**src/rtl/store_align_unit.sv**
```systemverilog
// Store-path aligner: lane-shifts store data into byte-enabled bus beats and
// splits stores that straddle a bus word into two sequential write beats.
module store_align_unit #(
    parameter int unsigned XLEN   = 32,
    parameter int unsigned ADDR_W = 32
) (
    input  logic                clk,
    input  logic                rst_n,
    input  logic                req_valid,
    output logic                req_ready,
    input  logic [ADDR_W-1:0]   req_addr,
    input  logic [XLEN-1:0]     req_data,
    input  logic [1:0]          req_size,
    output logic                mem_write,
    output logic [ADDR_W-1:0]   mem_address,
    output logic [XLEN-1:0]     mem_wdata,
    output logic [XLEN/8-1:0]   mem_byte_enable,
    input  logic                mem_resp,
    output logic                done,
    output logic                err
);

    localparam int unsigned NB = XLEN / 8;
    localparam int unsigned OB = $clog2(NB);
    localparam int unsigned MW = 2 * NB;
    localparam int unsigned DW = 2 * XLEN;

    typedef enum logic [1:0] {
        IDLE  = 2'd0,
        BEAT0 = 2'd1,
        BEAT1 = 2'd2
    } state_t;

    state_t             state_q, state_d;
    logic               mem_write_q, mem_write_d;
    logic [ADDR_W-1:0]  mem_address_q, mem_address_d;
    logic [XLEN-1:0]    mem_wdata_q, mem_wdata_d;
    logic [NB-1:0]      mem_be_q, mem_be_d;
    logic               done_q, done_d;
    logic               err_q, err_d;
    logic [ADDR_W-1:0]  b1_addr_q, b1_addr_d;
    logic [XLEN-1:0]    b1_data_q, b1_data_d;
    logic [NB-1:0]      b1_be_q, b1_be_d;
    logic               need_b1_q, need_b1_d;

    logic [OB-1:0]      ofs_c;
    logic [7:0]         size_mask_c;
    logic [XLEN-1:0]    data_trim_c;
    logic [MW-1:0]      mask_c;
    logic [DW-1:0]      data_c;
    logic [ADDR_W-1:0]  base_addr_c;
    logic               illegal_c;

    // Alignment math on the raw request; only consumed on the accept edge.
    always_comb begin
        ofs_c = req_addr[OB-1:0];
        case (req_size)
            2'b00:   size_mask_c = 8'h01;
            2'b01:   size_mask_c = 8'h03;
            2'b10:   size_mask_c = 8'h0F;
            default: size_mask_c = 8'hFF;
        endcase
        for (int i = 0; i < NB; i++) begin
            data_trim_c[8*i +: 8] = size_mask_c[i] ? req_data[8*i +: 8] : 8'h00;
        end
        mask_c      = MW'(size_mask_c) << ofs_c;
        data_c      = DW'(data_trim_c) << {ofs_c, 3'b000};
        base_addr_c = {req_addr[ADDR_W-1:OB], {OB{1'b0}}};
        illegal_c   = (req_size == 2'b11) && (XLEN == 32);
    end

    // Next-state and registered-output logic.
    always_comb begin
        state_d       = state_q;
        mem_write_d   = mem_write_q;
        mem_address_d = mem_address_q;
        mem_wdata_d   = mem_wdata_q;
        mem_be_d      = mem_be_q;
        done_d        = 1'b0;
        err_d         = 1'b0;
        b1_addr_d     = b1_addr_q;
        b1_data_d     = b1_data_q;
        b1_be_d       = b1_be_q;
        need_b1_d     = need_b1_q;

        case (state_q)
            IDLE: begin
                if (req_valid) begin
                    if (illegal_c) begin
                        done_d = 1'b1;
                        err_d  = 1'b1;
                    end else begin
                        state_d       = BEAT0;
                        mem_write_d   = 1'b1;
                        mem_address_d = base_addr_c;
                        mem_wdata_d   = data_c[XLEN-1:0];
                        mem_be_d      = mask_c[NB-1:0];
                        b1_addr_d     = base_addr_c + ADDR_W'(NB);
                        b1_data_d     = data_c[DW-1:XLEN];
                        b1_be_d       = mask_c[MW-1:NB];
                        need_b1_d     = |mask_c[MW-1:NB];
                    end
                end
            end
            BEAT0: begin
                if (mem_resp) begin
                    if (need_b1_q) begin
                        state_d       = BEAT1;
                        mem_address_d = b1_addr_q;
                        mem_wdata_d   = b1_data_q;
                        mem_be_d      = b1_be_q;
                    end else begin
                        state_d       = IDLE;
                        mem_write_d   = 1'b0;
                        mem_address_d = '0;
                        mem_wdata_d   = '0;
                        mem_be_d      = '0;
                        done_d        = 1'b1;
                    end
                end
            end
            BEAT1: begin
                if (mem_resp) begin
                    state_d       = IDLE;
                    mem_write_d   = 1'b0;
                    mem_address_d = '0;
                    mem_wdata_d   = '0;
                    mem_be_d      = '0;
                    done_d        = 1'b1;
                end
            end
            default: begin
                state_d       = IDLE;
                mem_write_d   = 1'b0;
                mem_address_d = '0;
                mem_wdata_d   = '0;
                mem_be_d      = '0;
            end
        endcase
    end

    always_ff @(posedge clk or negedge rst_n) begin
        if (!rst_n) begin
            state_q       <= IDLE;
            mem_write_q   <= 1'b0;
            mem_address_q <= '0;
            mem_wdata_q   <= '0;
            mem_be_q      <= '0;
            done_q        <= 1'b0;
            err_q         <= 1'b0;
            b1_addr_q     <= '0;
            b1_data_q     <= '0;
            b1_be_q       <= '0;
            need_b1_q     <= 1'b0;
        end else begin
            state_q       <= state_d;
            mem_write_q   <= mem_write_d;
            mem_address_q <= mem_address_d;
            mem_wdata_q   <= mem_wdata_d;
            mem_be_q      <= mem_be_d;
            done_q        <= done_d;
            err_q         <= err_d;
            b1_addr_q     <= b1_addr_d;
            b1_data_q     <= b1_data_d;
            b1_be_q       <= b1_be_d;
            need_b1_q     <= need_b1_d;
        end
    end

    // Ready is a pure state decode so the MEM stage sees the stall without an input path.
    assign req_ready       = (state_q == IDLE);
    assign mem_write       = mem_write_q;
    assign mem_address     = mem_address_q;
    assign mem_wdata       = mem_wdata_q;
    assign mem_byte_enable = mem_be_q;
    assign done            = done_q;
    assign err             = err_q;

endmodule

```
**config.mk**
```make
export PLATFORM = sky130hd
export DESIGN_NAME = store_align_unit
export DESIGN_NICKNAME = d
export VERILOG_FILES = /design/src/rtl/store_align_unit.sv
export SDC_FILE = /design/constraint.sdc
export NUM_CORES = 1
export LEC_CHECK = 0
export CORE_ASPECT_RATIO = 1.2
export CORE_MARGIN = 8
export CORE_UTILIZATION = 53
export CTS_BUF_LIST = sky130_fd_sc_hd__clkbuf_4
export CTS_CLUSTER_SIZE = 14
export DETAILED_ROUTE_END_ITERATION = 12
export PLACE_DENSITY = 0.82
export SETUP_SLACK_MARGIN = 0.3
export SLEW_MARGIN = 5
export SYNTH_ARGS = -nofsm -noshare
export SYNTH_HDL_FRONTEND = slang
export SYNTH_SLANG_ARGS = --single-unit
```
**constraint.sdc**
```tcl
create_clock -name clk -period 2.3 [get_ports clk]
set_input_delay 0.345 -clock clk [delete_from_list [all_inputs] [get_ports clk]]
set_output_delay 0.345 -clock clk [all_outputs]
set_load 0.02 [all_outputs]
```
==> impl_metrics.csv, run 1 <==
group,metric,value,unit
run_status,status,"finished clean",
grt,grt_usage,24.7,%
setup_path,crit_path_max_incr_delay,0.65,ns
yosys,netlist_cell_types,54,
timing,grt_setup_unrepaired,"false",
setup_path,crit_path_top_delay_cell,"clkdlybuf4s50_1",
timing,max_transition_viols_final,0,
floorplanning,pin_count,142,
clock_tree,clkSlewWorstSetupHoldPaths,0.11,ns
clock_tree,tritoncts.num_buffers,17,
finish,antenna_cells,0,
finish,n_fill_cell,906,
yosys,synth_area,6630,µm²
setup_path,worstPathCellList,"clkdlybuf4s50_1",
power_and_ir_drop,largest_vdd_supply_drop,0.596,mV
grt,grt_pass1_wl,32900,µm
drt,first_iter_violations,696,
drt,post-route-drc-count,0,
floorplanning,fp.dieArea,16400,µm²
grt,antenna_violations_before_repair,0,
yosys,dominant_combinational_cell_family_by_area_after_synthesis,"compound AO/OA/AOI/OAI gates",
drt,routed-via-count,6184,
yosys,post_synth_most_frequent_cells,"dfrtp_1 (130), nand2_1 (111), o21ai_0 (44)",
finish,synthToLayoutAreaGrowth,33.0,%
grt,grt_start_max_net_pins,67,
setup_path,setup.worst_path.start_class,"flip-flop",
yosys,post_synth_mux_area_share,1.64,%
yosys,synth_adder_area_share,0.189,%
floorplanning,coreArea,12200,µm²
setup_path,end_kind,"primary output",
flow_run,max_cap_viol_count,0,
yosys,synth-compound-area-share,23.8,%
timing,finalWorstPathRequiredPeriod,1.92,ns
drt,wire_length_reported_by_the_detailed_router,20200,µm
timing,skew_final,0.0199,ns
finish,layout_cell_area_excl_fill,8810,µm²
setup_path,crit_arrival,1.58,ns
yosys,postSynthRegisterBits,130,
floorplanning,initial_core_util,54.5,%
finish,final_nets,932,
setup_path,worstPathRequired,1.96,ns
drt,detailedRoute.firstPassIterationCount,5,
placement,port_buffers,139,
yosys,yosys.area_share.xor_xnor,1.72,%
grt,via_count_of_the_first_global_routing_pass,6299,
clock_tree,clockRootBuffer,"clkbuf_4",
placement,dp_hpwl,14700,µm
setup_path,worstSetupPathDepth,1,
clock_tree,cts_tree,"done",
clock_tree,clock_tree.htree_level_count,4,
power_and_ir_drop,power.static_leakage,3.72,nW
yosys,synth_ff_type,"dfrtp_1",
worst_hold_path,min_path_type,"input pin to async pin",
yosys,synth_simple_gate_area_share,18.7,%
timing,final-setup-viol-count,0,
yosys,most_common_cell_in_the_synthesized_netlist,"dfrtp_1",
drt,drtAntennaViolNets,0,
floorplanning,die_height,139,µm
power_and_ir_drop,pwr_density_cell,1220,nW/µm²
drt,wl_per_cell,19.5,µm
setup_path,cp_buf_inv_count,1,
setup_path,critical_path_class,"flip-flop to primary output",
yosys,post-synth-top-area-fraction,49.1,%
floorplanning,placement_rows,44,
clock_tree,tritoncts_num_sinks,130,
timing,hold_violations,0,
timing,timing.final.crit_share,83.7,%
clock_tree,clock_tree.buffer_depth,2,
yosys,synth_area_leaders,"dfrtp_1 (49%), nand2_1 (6.3%), o31ai_1 (4.5%), o21ai_0 (3.3%), a21oi_1 (2.6%)",
timing,slew_headroom,55.1,%
yosys,post_synth_arst_share,100,%
timing,timing_worst_slew_pin_value,0.671,ns
floorplanning,die_w,118,µm
placement,gp_congestion,0.921,
setup_path,worst-r2r-cell-count,6,
setup_path,worst-path-max-fanout,2,
yosys,ys_seq_area_share,49.1,%
clock_tree,clock_latency_on_the_worst_skew_pair,0.55,ns
yosys,gate_count_of_the_mapped_netlist,711,
drt,viasPerCell,5.97,
yosys,synthDominantAreaCellType,"dfrtp_1",
yosys,synth-edff-count,0,
power_and_ir_drop,power.total,10.7,mW
yosys,syn_area_per_cell,9.32,µm²
yosys,synth_warnings,0,
finish,final_layout_size_suffix_gt1_share,12.7,%
timing,max_clock_freq,0.520,GHz
grt,grt_overflow,0,
setup_path,critical-path-top-delay-family,"buffers and inverters",
placement,placement.cell_area,8420,µm²
[placed cells by master, fill, tap and decap left out, types with 3 or more instances in the layout]
cell / instances
clkinv_2: 3
a31oi_1: 14
nand4_1: 10
bufinv_16: 5
or2_2: 3
clkdlybuf4s50_1: 132
o21ai_0: 44
dlymetal6s2s_1: 4
mux2_2: 6
o31ai_1: 40
and2_1: 4
a22oi_1: 17
or2_1: 3
mux2i_1: 3
nand3_1: 15
and4_1: 4
clkbuf_4: 19
buf_4: 47
a22o_1: 10
o21ai_1: 29
and3_1: 5
or3_1: 9
o41ai_1: 3
nor2b_1: 28
a21oi_1: 34
dfrtp_1: 128
a221oi_1: 8
nand2_1: 111
inv_1: 7
a32o_1: 13
xor2_1: 7
a222oi_1: 8
or4_1: 5
buf_12: 7
a2bb2oi_1: 5
xnor2_1: 6
nor2_1: 36
[report_power, final]
group | internal, mW | switching [mW] | leakage, nW
combinational | 2.12 | 2.87 | 1.89
sequential | 3.26 | 0.572 | 1.64
clock | 1.00 | 0.886 | 0.187
[worst paths after layout]
check / slack (ns) / to / start
min: 0.33 / b1_addr_q[11] / rst_n
max in group asynchronous: 1.29 / err / rst_n
min in group clk: 0.46 / b1_addr_q[26] / req_addr[26]
max reg2reg: 0.43 / b1_addr_q[15] / state_q[1]
max: 0.38 / mem_wdata[22] / mem_wdata[22]
min reg2reg: 0.49 / mem_address[11] / mem_address[11]
[stage by stage]
step	setup WS, ns	hold WS (ns)	util (%)	setup TNS, ns	cells
5_1_grt	0.298	0.327	72.4	0	1035
2_1_floorplan	0.548	0.0494	-	0	712
3_3_place_gp	-0.00296	0.358	69.2	-0.00296	998
6_report	0.376	0.330	72.4	0	1035
4_1_cts	0.301	0.316	72.2	0	1032
3_5_place_dp	0.0116	0.367	69.2	0	998
[what timing repair did]
item,4_1_cts,5_1_grt
hold buffers,1,0
setup buffers,1,3
setup endpoints to repair,2,15
endpoints found under the hold margin,35,0
resized for setup,8,4
[metal layers]
metal | routed length [µm] | share of wire [%] | GRT usage, % | vias to the layer above
met4 | 650 | 3.2 | 10.7 | 0
met3 | 1430 | 7.1 | 7.58 | 43
met1 | 7950 | 39 | 27.9 | 2997
met2 | 10200 | 50 | 42.3 | 260
met5 | 0 | 0 | 0 | -
li1 | - | - | - | 2884
[area by class of cell]
class	instances	area [µm²]	share of cell area, %
inverter	8	30.0	0.341
sequential	130	3260	36.9
clock inverter	13	208	2.36
timing repair buffer	193	1890	21.4
tap	161	201	2.29
clock buffer	19	143	1.62
multi-input combinational	511	3090	35.0
[kinds of logic (layout without fill, tap and decap cells)]
group / Yosys count / after routing
XOR/XNOR: 13 / 13
other: 1 / 2
AO/OA/AOI/OAI: 236 / 236
multiplexers: 10 / 10
flip-flops: 130 / 130
adder cells (fa/ha/maj): 1 / 1
buffers and inverters: 71 / 233
AND/OR/NAND/NOR: 249 / 249
[sequential cells by signal, summed over array words and instances (netlist names)]
register         flops
mem_address         30
b1_addr_q           30
mem_wdata           32
mem_byte_enable      4
done                 1
state_q              2
b1_data_q           24
need_b1_q            1
b1_be_q              4
err                  1
mem_write            1
(Power assumes the default switching activity.)
==> run 2, diff against run 1 <==
Settings changed: CORE_UTILIZATION 53 to 48, PLACE_DENSITY 0.82 to 0.78.
Clock period 2.3 ns to 1.7 ns, I/O delays scaled along.
==> run 2 against run 1 <==
  * The run now ends with setup timing left
  * Critical endpoint is now mem_wdata[16]
  * Largest cell class is now multi-input combinational cells
  * Die area increased by 9.1%
  * Clock skew rose by 0.0095 ns
  * Combinational power increased by 130%
  * Global-route usage increased by 1.6 points
  * Critical path depth is 7 higher
  * Via count grew 22%
  * Register-to-register slack got worse by 0.61 ns
  * Worst hold slack lost 0.26 ns
==> impl_metrics.csv, run 2 (synthesis results as in run 1) <==
group,metric,value,unit
timing,max_transition_viols_final,0,
timing,hold_violations,0,
floorplanning,pin_count,142,
clock_tree,clock_tree.buffer_depth,2,
timing,grt_setup_unrepaired,"true",
timing,max_clock_freq,0.531,GHz
grt,grt_overflow,0,
clock_tree,clkSlewWorstSetupHoldPaths,0.14,ns
setup_path,crit_path_top_delay_cell,"dfrtp_1",
timing,timing.final.crit_share,111,%
drt,wire_length_reported_by_the_detailed_router,27600,µm
power_and_ir_drop,power.static_leakage,4.93,nW
setup_path,end_kind,"flip-flop",
flow_run,max_cap_viol_count,0,
finish,final_nets,1072,
floorplanning,initial_core_util,48.6,%
floorplanning,placement_rows,47,
timing,final_critical_path_setup_slack,-0.182,ns
setup_path,crit_path_max_incr_delay,0.45,ns
power_and_ir_drop,pwr_density_cell,1730,nW/µm²
timing,final-setup-viol-count,98,
setup_path,worst-path-max-fanout,8,
setup_path,regToRegSetupSlack,-0.18,ns
clock_tree,tritoncts_num_sinks,130,
setup_path,path_common_cell,"buf_6",
grt,grt_pass1_wl,36300,µm
floorplanning,coreArea,13600,µm²
finish,multi_input_comb_area,3690,µm²
clock_tree,clockRootBuffer,"clkbuf_4",
run_status,status,"finished, violations left",
setup_path,critical-path-top-delay-family,"buffers and inverters",
clock_tree,cts_tree,"done",
setup_path,worstPathRequired,2.19,ns
clock_tree,clock_latency_on_the_worst_skew_pair,0.57,ns
setup_path,reg2reg_to,"mem_wdata[16]",
drt,post-route-drc-count,0,
drt,first_iter_violations,834,
finish,layout_cell_area_excl_fill,11000,µm²
setup_path,setup.worst_path.start_class,"flip-flop",
setup_path,critical_path.reg2reg.startpoint,"state_q[1]",
worst_hold_path,min_path_type,"input pin to async pin",
floorplanning,die_height,145,µm
timing,slew_headroom,51.4,%
power_and_ir_drop,largest_vdd_supply_drop,1.05,mV
finish,final_layout_size_suffix_gt1_share,41.2,%
setup_path,crit_arrival,2.37,ns
finish,synthToLayoutAreaGrowth,66.5,%
finish,largest_register_ffs,32,
finish,mostFrequentLayoutCell,"buf_4",
finish,antenna_cells,0,
timing,skew_final,0.0294,ns
drt,routed-via-count,7536,
drt,drtAntennaViolNets,0,
placement,dp_hpwl,16000,µm
grt,antenna_violations_before_repair,0,
timing,finalWorstPathRequiredPeriod,1.88,ns
run_status,violations,"setup timing",
drt,viasPerCell,6.36,
drt,wl_per_cell,23.3,µm
placement,gp_congestion,0.908,
setup_path,worstPathCellList,"or2_4, buf_6, o22ai_4, buf_6, buf_12, buf_4, nand2_1, o21ai_1",
timing,timing_worst_slew_pin_value,0.727,ns
timing,tns,-7.77,ns
finish,final_cell_mix,"buf_4 (134), dfrtp_1 (130), buf_6 (86)",
placement,placement.cell_area,9140,µm²
clock_tree,clock_tree.htree_level_count,4,
power_and_ir_drop,power.total,19.1,mW
grt,via_count_of_the_first_global_routing_pass,7082,
grt,grt_usage,26.4,%
placement,port_buffers,139,
drt,detailedRoute.firstPassIterationCount,6,
finish,seq_area,3250,µm²
grt,grt_start_max_net_pins,59,
setup_path,critical_path_class,"flip-flop to flip-flop",
setup_path,worst-r2r-cell-count,8,
floorplanning,fp.dieArea,17800,µm²
finish,n_fill_cell,766,
floorplanning,die_w,123,µm
clock_tree,tritoncts.num_buffers,17,
setup_path,cp_buf_inv_count,4,
run 2: changes by cell type in the layout (fill, tap and decap cells not counted), sizes merged:
cell,before,now
buf,55,255
bufinv,5,2
clkbuf,19,27
clkdlybuf4s50,132,68
clkinv,5,6
clkinvlp,1,4
dlygate4sd2,1,0
dlymetal6s2s,4,0
inv,10,9
run 2: through the flow:
| stage | utilization, % | std cells | hold WS, ns | setup slack [ns] |
|---|---|---|---|---|
| after detailed placement | 67.0 | 1077 | 0.130 | -0.533 |
| after CTS | 72.4 | 1138 | 0.0689 | -0.0334 |
| final | 80.9 | 1184 | 0.0697 | -0.182 |
| after floorplan | - | 712 | -0.0406 | 0.0807 |
| after global placement | 67.0 | 1077 | 0.126 | -0.506 |
| after global routing | 80.9 | 1184 | 0.0831 | -0.207 |
run 2: layout make-up:
class                           instances  share of cell area, %
Multi-Input combinational cell        511                   33.4
Timing Repair Buffer                  333                   32.3
Sequential cell                       130                   29.5
Tap cell                              171                   1.94
Clock inverter                         13                   1.26
Clock buffer                           18                   1.22
Inverter                                8                  0.340
run 2: worst max path at each step:
stage / from / end / slack [ns] / cells after the start
3_3_place_gp: req_addr[2] / b1_addr_q[22] / -0.51 / 6
4_1_cts: state_q[1] / b1_addr_q[27] / -0.03 / 7
5_1_grt: state_q[1] / mem_wdata[16] / -0.21 / 8
2_1_floorplan: state_q[0] / b1_addr_q[13] / 0.08 / 5
6_report: state_q[1] / mem_wdata[16] / -0.18 / 8
3_5_place_dp: req_addr[2] / b1_addr_q[26] / -0.53 / 6
run 2: where the power goes:
group | total, mW | leakage (nW) | internal (mW) | switching [mW]
Sequential | 5.49 | 1.64 | 4.41 | 1.08
Clock | 2.17 | 0.138 | 0.877 | 1.30
Combinational | 11.5 | 3.15 | 5.78 | 5.67
run 2: routing by layer:
metal	share of wire [%]	wire length, µm	global-route usage (%)
met1	35	9770	29.3
met2	51	14000	46.4
met3	8.2	2270	5.63
met4	5.9	1620	13.6
met5	0	0	0
run 2: worst reg2reg max path, delay by kind of cell (launching register included):
family	cells	cell delay (ns)
simple gates	2	0.38
compound gates	2	0.36
flops	1	0.45
buf+inv	4	0.60
run 2: timing repair:
action	4_1_cts	5_1_grt
endpoints found under the hold margin	130	0
gates cloned	5	10
hold buffers	1	0
resized for setup	411	171
pin swaps	20	26
setup endpoints to repair	199	196
buffers inserted	24	36
==> run 3, diff against run 2 <==
Settings changed: CTS_CLUSTER_DIAMETER set to 150.
==> results of run 3 <==
Same layout as run 2: the final DEF is identical, and so are final timing and power.
